<file path="src/rtl/dds_phase_gen_if.sv">
// Bus bundle between the DDS phase generator and its controller/consumer.
//   en, clr, ftw_in, ftw_wr, poff : control and tuning inputs to the generator
//   angle, angle_valid            : folded CORDIC input angle and its strobe
//   quad_neg, sample_valid        : negate flag and strobe aligned with CORDIC output
// Modports: master drives the controls, slave is the generator itself.
interface dds_phase_gen_if #(
    parameter int unsigned ACC_W = 32
) ();
    logic                    en;
    logic                    clr;
    logic [ACC_W-1:0]        ftw_in;
    logic                    ftw_wr;
    logic signed [13:0]      poff;
    logic signed [13:0]      angle;
    logic                    angle_valid;
    logic                    quad_neg;
    logic                    sample_valid;

    modport master (
        output en, clr, ftw_in, ftw_wr, poff,
        input  angle, angle_valid, quad_neg, sample_valid
    );

    modport slave (
        input  en, clr, ftw_in, ftw_wr, poff,
        output angle, angle_valid, quad_neg, sample_valid
    );
endinterface

</file>
<file path="src/rtl/dds_phase_gen.sv">
// DDS phase generator: phase accumulator + 14-bit phase offset, folded into
// [-pi/2, pi/2) for the CORDIC stage, with the negate flag and valid strobe
// delayed by the CORDIC latency.
// Ports:
//   clk   : clock, rising edge
//   reset : asynchronous, active-high
//   bus   : dds_phase_gen_if.slave (en, clr, ftw_in, ftw_wr, poff in;
//           angle, angle_valid, quad_neg, sample_valid out)
// Parameters: ACC_W (accumulator width, >= 16), CORDIC_LAT (>= 1).
// Optional macro PHASE_DITHER_EN: adds a 16-bit LFSR dither below the phase
// truncation point.
module dds_phase_gen #(
    parameter int unsigned ACC_W      = 32,
    parameter int unsigned CORDIC_LAT = 14
) (
    input  logic            clk,
    input  logic            reset,
    dds_phase_gen_if.slave  bus
);
    localparam int unsigned PH_W   = 14;
    localparam int unsigned FRAC_W = ACC_W - PH_W;

    logic [ACC_W-1:0]      acc;
    logic [ACC_W-1:0]      ftw_act;
    logic [PH_W-1:0]       p;
    logic                  neg_c;
    logic [PH_W-1:0]       angle_c;
    logic [PH_W-1:0]       angle_q;
    logic                  neg_q;
    logic                  valid_q;
    logic [CORDIC_LAT-1:0] dly_neg;
    logic [CORDIC_LAT-1:0] dly_vld;
    logic                  advance;

    assign advance = bus.en & ~bus.clr;

    // Active tuning word; load is independent of en/clr
    always_ff @(posedge clk or posedge reset) begin
        if (reset)           ftw_act <= '0;
        else if (bus.ftw_wr) ftw_act <= bus.ftw_in;
    end

    // Phase accumulator, free wrap; clr wins over en
    always_ff @(posedge clk or posedge reset) begin
        if (reset)        acc <= '0;
        else if (bus.clr) acc <= '0;
        else if (bus.en)  acc <= acc + ftw_act;
    end

`ifdef PHASE_DITHER_EN
    logic [15:0]       lfsr;
    logic              lfsr_fb;
    logic [FRAC_W-1:0] dith;
    logic [FRAC_W:0]   frac_sum;

    // Fibonacci LFSR x^16+x^14+x^13+x^11+1 (right-shifting form)
    assign lfsr_fb = lfsr[0] ^ lfsr[2] ^ lfsr[3] ^ lfsr[5];

    always_ff @(posedge clk or posedge reset) begin
        if (reset)       lfsr <= 16'hACE1;
        else if (bus.en) lfsr <= {lfsr_fb, lfsr[15:1]};
    end

    // Dither added to the discarded fraction; only its carry reaches the phase
    assign dith     = FRAC_W'(lfsr);
    assign frac_sum = {1'b0, acc[FRAC_W-1:0]} + {1'b0, dith};
    assign p        = acc[ACC_W-1 -: PH_W] + PH_W'(bus.poff) + PH_W'(frac_sum[FRAC_W]);
`else
    assign p        = acc[ACC_W-1 -: PH_W] + PH_W'(bus.poff);
`endif

    // Quadrants 1 and 2 are rotated by pi and flagged for negation
    assign neg_c   = p[13] ^ p[12];
    assign angle_c = neg_c ? {~p[13], p[12:0]} : p;

    // Folded angle register; holds while not advancing
    always_ff @(posedge clk or posedge reset) begin
        if (reset) begin
            angle_q <= '0;
            neg_q   <= 1'b0;
            valid_q <= 1'b0;
        end else begin
            valid_q <= advance;
            if (advance) begin
                angle_q <= angle_c;
                neg_q   <= neg_c;
            end
        end
    end

    // Free-running delay line matching the CORDIC pipeline depth
    always_ff @(posedge clk or posedge reset) begin
        if (reset) begin
            dly_neg <= '0;
            dly_vld <= '0;
        end else begin
            dly_neg[0] <= neg_q;
            dly_vld[0] <= valid_q;
            for (int unsigned i = 1; i < CORDIC_LAT; i++) begin
                dly_neg[i] <= dly_neg[i-1];
                dly_vld[i] <= dly_vld[i-1];
            end
        end
    end

    assign bus.angle        = angle_q;
    assign bus.angle_valid  = valid_q;
    assign bus.quad_neg     = dly_neg[CORDIC_LAT-1];
    assign bus.sample_valid = dly_vld[CORDIC_LAT-1];
endmodule

</file>
<file path="src/flat_wrapper.sv">
// flat-port wrapper written by rule: the top's interface ports become plain ports
module dds_phase_gen_flat 
#(
    parameter int unsigned ACC_W      = 32,
    parameter int unsigned CORDIC_LAT = 14
)
  (clk, reset, bus_en, bus_clr, bus_ftw_in, bus_ftw_wr, bus_poff, bus_angle, bus_angle_valid, bus_quad_neg, bus_sample_valid);
  dds_phase_gen_if #(.ACC_W(ACC_W)) bus_i ();
  input  logic clk;
  input  logic reset;
  input wire logic [$bits(bus_i.en)-1:0] bus_en;
  input wire logic [$bits(bus_i.clr)-1:0] bus_clr;
  input wire logic [$bits(bus_i.ftw_in)-1:0] bus_ftw_in;
  input wire logic [$bits(bus_i.ftw_wr)-1:0] bus_ftw_wr;
  input wire logic [$bits(bus_i.poff)-1:0] bus_poff;
  output wire logic [$bits(bus_i.angle)-1:0] bus_angle;
  output wire logic [$bits(bus_i.angle_valid)-1:0] bus_angle_valid;
  output wire logic [$bits(bus_i.quad_neg)-1:0] bus_quad_neg;
  output wire logic [$bits(bus_i.sample_valid)-1:0] bus_sample_valid;
  assign bus_i.en = bus_en;
  assign bus_i.clr = bus_clr;
  assign bus_i.ftw_in = bus_ftw_in;
  assign bus_i.ftw_wr = bus_ftw_wr;
  assign bus_i.poff = bus_poff;
  assign bus_angle = bus_i.angle;
  assign bus_angle_valid = bus_i.angle_valid;
  assign bus_quad_neg = bus_i.quad_neg;
  assign bus_sample_valid = bus_i.sample_valid;
  dds_phase_gen #(.ACC_W(ACC_W), .CORDIC_LAT(CORDIC_LAT)) u_core (.clk(clk), .reset(reset), .bus(bus_i));
endmodule
</file>
<file path="config.mk">
export PLATFORM = sky130hd
export DESIGN_NAME = dds_phase_gen_flat
export DESIGN_NICKNAME = d
export VERILOG_FILES = /design/src/rtl/dds_phase_gen_if.sv /design/src/rtl/dds_phase_gen.sv /design/src/flat_wrapper.sv
export SDC_FILE = /design/constraint.sdc
export NUM_CORES = 1
export LEC_CHECK = 0
export CELL_PAD_IN_SITES_DETAIL_PLACEMENT = 1
export CELL_PAD_IN_SITES_GLOBAL_PLACEMENT = 1
export CORE_MARGIN = 4
export CORE_UTILIZATION = 30
export CTS_CLUSTER_SIZE = 30
export DETAILED_ROUTE_END_ITERATION = 10
export HOLD_SLACK_MARGIN = 0.02
export PLACE_DENSITY = 0.72
export SYNTH_ARGS = -nofsm -noshare
export SYNTH_HDL_FRONTEND = slang
export SYNTH_SLANG_ARGS = --single-unit
export TNS_END_PERCENT = 20
</file>
<file path="constraint.sdc">
create_clock -name clk -period 3.1 [get_ports clk]
set_input_delay 0.465 -clock clk [delete_from_list [all_inputs] [get_ports clk]]
set_output_delay 0.465 -clock clk [all_outputs]
set_load 0.05 [all_outputs]
</file>
==> metrics.cfg, run 1 <==
[status]
outcome=finished clean

[routing]
detailedRoute.firstIterationViolations=153
ant_nets=0
wl_per_cell_um=16.0
maxUsedRoutingLayer=met4
vias_per_cell=4.96
met3WireLength_um=464
drt_wl_total_um=14700
met1_length_um=6710
drtPass1Iterations=4
post-route-drc-count=0
vias=4554
wl_met2_um=7350

[final_layout]
area_growth_pct=21.8
nFillCells=2216
drive_gt1_share_pct=11.5
stdcell_count=919
nets=746
diodes=0
seqCellArea_sq_mm=0.00268
stdcell_area_sq_mm=0.00734
multi_input_area_sq_mm=0.00318

[sta]
slew_headroom_pct=48.1
tightest_slew_ns=0.775
fmax_mhz=356
finClkSkew_ns=0.00770
drv_slew=0
tns_ns=0
finalHoldViolCount=0
setup_viol=0
rsz0062_at_grt=no
hold_ws_ns=0.352
fin_crit_ns=2.81
period_share_pct=90.7

[pwr]
peakVddDrop_mv=0.286
leakage_nw=3.22
powerDensity_mw_per_mm2=707

[die]
boundaryPins=68
coreArea_sq_mm=0.0196
fp-row-count=51
die_w_um=150
fp.dieH_um=150
die-area_sq_mm=0.0224
start_util_pct=30.7

[setup_path]
rr_worst_depth=11
cp-end-kind=flop
worstPathRequired_ns=3.36
path_max_fanout=4
critPathArrivalTime_ns=3.07
criticalPathCategory=flop to flop
critPathLaunchType=flop

[logic_synthesis]
synth-edff-count=0
synth-seq-cells=107
yosysTopAreaCell=dfrtp_1
synth_ff_type=dfrtp_1
syn_inst=584
seq_area_frac_synth_pct=44.5
synth_area_sq_mm=0.00602
syn-num-nets=681
synth-async-reset-ratio_pct=100
synth.area.top_cells=dfrtp_1 44%, ha_1 9.1%, mux2_2 6.0%
synth_cell_types=64
syn_avg_cell_area_sq_um=10.3
yosys_warnings=0
synth_top_area_share_pct=44.5

[min_path]
whs_path_depth=0
hold_class=flop to flop

[grt]
track_usage_pct=13.7
grt.overflow.total=0
grt_pass1_vias=5044
grt_pass1_wl_um=24700
antenna_found_initial=0
grt_max_degree=108

[place]
dp.cells=903
detailed_place_hpwl_um=11200
place_area_sq_mm=0.00702
gp_routability_congestion=0.916
port_buffers=67

[flow_run]
max_cap_violations=0

[clock_network]
root_buffer=clkbuf_16
cts_resized=0
clockBufferDepth=2
cts_tree=done
cts.clk_slew.worst_paths_ns=0.07
hold_buffers=0
htreeDepth=3
post_cts_buffers=0
cts_num_sinks=107
cts_made_buffers=9
clkLatencyLatePin_ns=0.36

==> registers in the layout (all words and copies together), names as in the netlist <==
signal                  cells
u_core.acc                 32
u_core.bus.angle           13
u_core.bus.angle_valid      1
u_core.dly_neg             14
u_core.dly_vld             14
u_core.ftw_act             32
u_core.neg_q                1
==> worst max-delay path, stage by stage, from the launching register on <==
cell      delay [ns]
dfrtp_1         0.39
ha_1            0.22
inv_1           0.08
fa_1            0.26
nor2b_4         0.06
o31a_4          0.30
o311ai_4        0.32
o21ai_1         0.23
a31oi_1         0.29
a31oi_1         0.16
xnor2_1         0.15
a211oi_1        0.23
==> path summary, 6_finish.rpt <==
kind,startpoint,to,slack [ns]
hold / removal,u_core.dly_neg[4]$_DFF_PP0_,u_core.dly_neg[5]$_DFF_PP0_,0.35
min in group asynchronous,reset,u_core.bus.angle[2]$_DFFE_PP0P_,0.63
setup / recovery,u_core.ftw_act[0]$_DFFE_PP0P_,u_core.acc[28]$_DFFE_PP0P_,0.29
hold reg to reg,u_core.dly_neg[4]$_DFF_PP0_,u_core.dly_neg[5]$_DFF_PP0_,0.35
max in group asynchronous,reset,u_core.acc[10]$_DFFE_PP0P_,2.05
setup reg to reg,u_core.ftw_act[0]$_DFFE_PP0P_,u_core.acc[28]$_DFFE_PP0P_,0.29
==> cells in the final DEF, fill, tap and decap left out, types with 13 or more instances in the layout <==
master and n:
a21oi_1 38, clkdlybuf4s50_1 67, dfrtp_1 107, ha_1 44
inv_1 16, mux2_2 32, mux2i_1 16, nand2_1 51
nor2_1 45, o21ai_0 40, xnor2_1 26, xor2_1 13
==> stage by stage <==
| step | worst slack (ns) | power (mW) | utilization, % |
|---|---|---|---|
| after floorplan | 0.578 | 3.41 | - |
| after detailed placement | 0.0842 | 4.01 | 35.8 |
| final | 0.288 | 5.19 | 37.5 |
| after global routing | 0.152 | 5.56 | 37.5 |
| after global placement | 0.128 | 3.91 | 35.8 |
| after CTS | 0.298 | 5.26 | 37.5 |
==> where the power goes <==
group / internal [mW] / switching, mW
Clock: 0.665 / 0.548
Combinational: 0.879 / 1.23
Sequential: 1.69 / 0.172
==> layout make-up <==
class                           count  share of cell area, %
Clock inverter                      6                   1.13
Timing Repair Buffer               77                   10.3
Clock buffer                       10                   3.26
Multi-Input combinational cell    437                   43.3
Sequential cell                   107                   36.5
Inverter                           17                  0.921
Tap cell                          265                   4.52
==> per-layer routing <==
layer | global-route usage [%] | up-vias
met5 | 0 | -
met4 | 3.89 | 0
met3 | 3.00 | 11
met2 | 23.9 | 71
met1 | 17.0 | 2256
li1 | - | 2216
==> Yosys cell counts, types with 2 or more instances <==
cell type	n
o22ai_1	3
a31oi_1	6
dfrtp_1	107
a211oi_1	7
a21oi_2	2
nor2b_1	7
nor3_1	2
clkbuf_1	18
o21ai_0	40
nand2_1	51
and3_1	6
xnor2_1	26
o21a_1	6
a211o_1	3
nor4_1	5
nor3b_1	2
a21oi_1	38
inv_1	17
o21bai_1	6
fa_1	2
a21boi_0	5
nand4_1	4
o21ai_1	4
mux2i_1	16
mux2_2	32
o211ai_1	4
nand3_1	10
nand2b_1	10
ha_1	44
xor2_1	13
nor2_1	45
a211oi_2	2
a21o_1	8
buf_2	2
nand4b_1	2
==> kinds of logic after synthesis <==
family / count (synthesis) / share of synthesized area, %
and+or+nand+nor: 155 / 12.5
AOI/OAI and AO/OA: 148 / 16.0
DFF: 107 / 44.5
muxes: 49 / 8.83
adders and majority gates: 46 / 9.81
buffers and inverters: 40 / 2.72
xor gates and xnor gates: 39 / 5.67
No activity file was read; power rests on OpenSTA's default activity.
==> run 2: changes to the inputs <==
- PLACE_DENSITY: 0.72 -> 0.64
- clock period: 3.1 -> 2.6 ns (I/O delays scaled with it)
==> metrics.cfg, run 2 (synthesized netlist as in run 1, its figures left out) <==
[status]
outcome=finished clean  ; unchanged

[final_layout]
top_regs=u_core.acc x32, u_core.ftw_act x32  ; unchanged
final_cell_mix=107 x dfrtp_1, 67 x clkdlybuf4s50_1, 51 x nand2_1, 51 x buf_4  ; was 107 x dfrtp_1, 67 x clkdlybuf4s50_1, 51 x nand2_1
diodes=0  ; unchanged
nets=789  ; was 746
utilization_pct=39.3  ; was 37.5%
area_growth_pct=27.9  ; was 21.8%
nFillCells=2200  ; was 2216
final_common_cell=dfrtp_1  ; unchanged
drive_gt1_share_pct=18.5  ; was 11.5%

[routing]
vias=4666  ; was 4554
vias_per_cell=4.85  ; was 4.96
drtPass1Iterations=4  ; unchanged
wl_per_cell_um=15.8  ; was 16.0 um
detailedRoute.firstIterationViolations=139  ; was 153
drt_wl_total_um=15200  ; was 14700 um
ant_nets=0  ; unchanged
post-route-drc-count=0  ; unchanged

[sta]
drv_slew=0  ; unchanged
period_share_pct=96.5  ; was 90.7%
tightest_slew_ns=0.728  ; was 0.775 ns
finalHoldViolCount=0  ; unchanged
fin_crit_ns=2.51  ; was 2.81 ns
setup_viol=0  ; unchanged
hold_ws_ns=0.351  ; was 0.352 ns
tns_ns=0  ; unchanged
rsz0062_at_grt=yes  ; was no
finClkSkew_ns=0.0116  ; was 0.00770 ns
slew_headroom_pct=51.3  ; was 48.1%
setup_ws_ns=0.0909  ; was 0.288 ns
fmax_mhz=399  ; was 356 MHz

[die]
die-area_sq_mm=0.0224  ; unchanged
start_util_pct=30.7  ; unchanged
die_w_um=150  ; unchanged
fp.dieH_um=150  ; unchanged
fp-row-count=51  ; unchanged
coreArea_sq_mm=0.0196  ; unchanged
boundaryPins=68  ; unchanged

[setup_path]
crit_path_top_delay_cell=dfrtp_1  ; unchanged
crit_top_cell=o311ai_4  ; was a31oi_1
crit_chain=ha_1, inv_1, fa_2, nor2b_4, o31a_4, o311ai_4, o311ai_4, a31o_2, a31oi_2, xnor2_1, o21ai_1  ; was ha_1, inv_1, fa_1, nor2b_4, o31a_4, o311ai_4, o21ai_1, a31oi_1, a31oi_1, xnor2_1, a211oi_1
cp-end-kind=flop  ; unchanged
critPathArrivalTime_ns=2.76  ; was 3.07 ns
critPathMaxStageDelay_ns=0.38  ; was 0.39 ns
worstPathRequired_ns=2.85  ; was 3.36 ns
path_max_fanout=3  ; was 4
critPathLaunchType=flop  ; unchanged
criticalPathCategory=flop to flop  ; unchanged

[clock_network]
cts_made_buffers=9  ; unchanged
root_buffer=clkbuf_16  ; unchanged
hold_buffers=0  ; unchanged
clkLatencyLatePin_ns=0.36  ; about the same
cts.clk_slew.worst_paths_ns=0.08  ; was 0.07 ns
clockBufferDepth=2  ; unchanged
cts_num_sinks=107  ; unchanged
cts_tree=done  ; unchanged
htreeDepth=3  ; unchanged

[grt]
grt.overflow.total=0  ; unchanged
grt_pass1_vias=5162  ; was 5044
grt_pass1_wl_um=25800  ; was 24700 um
track_usage_pct=14.2  ; was 13.7%
antenna_found_initial=0  ; unchanged
grt_max_degree=108  ; unchanged

[flow_run]
max_cap_violations=0  ; unchanged

[pwr]
power_mw=6.33  ; was 5.19 mW
leakage_nw=3.46  ; was 3.22 nW
powerDensity_mw_per_mm2=822  ; was 707 mW/mm^2
peakVddDrop_mv=0.327  ; was 0.286 mV

[place]
port_buffers=67  ; unchanged
detailed_place_hpwl_um=11500  ; was 11200 um
gp_routability_congestion=0.811  ; was 0.916
dp_slack_ns=-0.355  ; was 0.0842 ns

[min_path]
hold_class=flop to flop  ; unchanged

[run 2: what timing repair did]
action	4_1_cts	5_1_grt
gates resized for setup	5	15
pin swaps	0	10
buffers inserted	0	2
setup endpoints to repair	4	13
[run 2: through the flow]
step                      instances  instance area (sq um)
after floorplan                 584                   6030
after global placement          944                   7340
after detailed placement        944                   7340
after CTS                       960                   7630
after global routing            962                   7700
final                           962                   7700
[run 2: layout make-up]
type / instances / area [sq um] / area share, %
clock buffer: 11 / 233 / 3.02
clock inverter: 5 / 43.8 / 0.568
inverter: 17 / 67.6 / 0.877
multi-input combinational: 437 / 3260 / 42.3
sequential: 107 / 2680 / 34.8
tap: 265 / 332 / 4.30
timing repair buffer: 120 / 1090 / 14.2
[run 2: power by group]
part	internal [mW]	leakage (nW)	switching [mW]
logic	1.25	1.98	1.56
clock network	0.666	0.135	0.647
registers	2.02	1.34	0.198
[run 2: worst max-delay path, delay by kind of cell (launching register included)]
family / cells / cell delay, ns
AOI/OAI and AO/OA: 6 / 1.32
adders and majority gates: 2 / 0.43
DFF: 1 / 0.38
xor gates and xnor gates: 1 / 0.14
buffers and inverters: 1 / 0.07
and+or+nand+nor: 1 / 0.05
[run 2: per-layer routing]
metal | track usage (%) | share of wire, % | wire length [um] | vias to the layer above
li1 | - | - | - | 2304
met2 | 24.2 | 49 | 7370 | 66
met3 | 3.09 | 3.2 | 492 | 8
met5 | 0 | 0 | 0 | -
met4 | 3.25 | 0.95 | 144 | 0
met1 | 18.6 | 47 | 7170 | 2288
[run 2: final timing paths]
kind / start / endpoint / slack, ns / cells after the start
worst max-delay path: u_core.ftw_act[0]$_DFFE_PP0P_ / u_core.acc[26]$_DFFE_PP0P_ / 0.09 / 11
worst min-delay path: u_core.dly_vld[0]$_DFF_PP0_ / u_core.dly_vld[1]$_DFF_PP0_ / 0.35 / 0
worst max register to register: u_core.ftw_act[0]$_DFFE_PP0P_ / u_core.acc[26]$_DFFE_PP0P_ / 0.09 / 11
worst min register to register: u_core.dly_vld[0]$_DFF_PP0_ / u_core.dly_vld[1]$_DFF_PP0_ / 0.35 / 0
max in group asynchronous: reset / u_core.acc[8]$_DFFE_PP0P_ / 1.63 / 3
min in group asynchronous: reset / u_core.dly_vld[11]$_DFF_PP0_ / 0.55 / 3
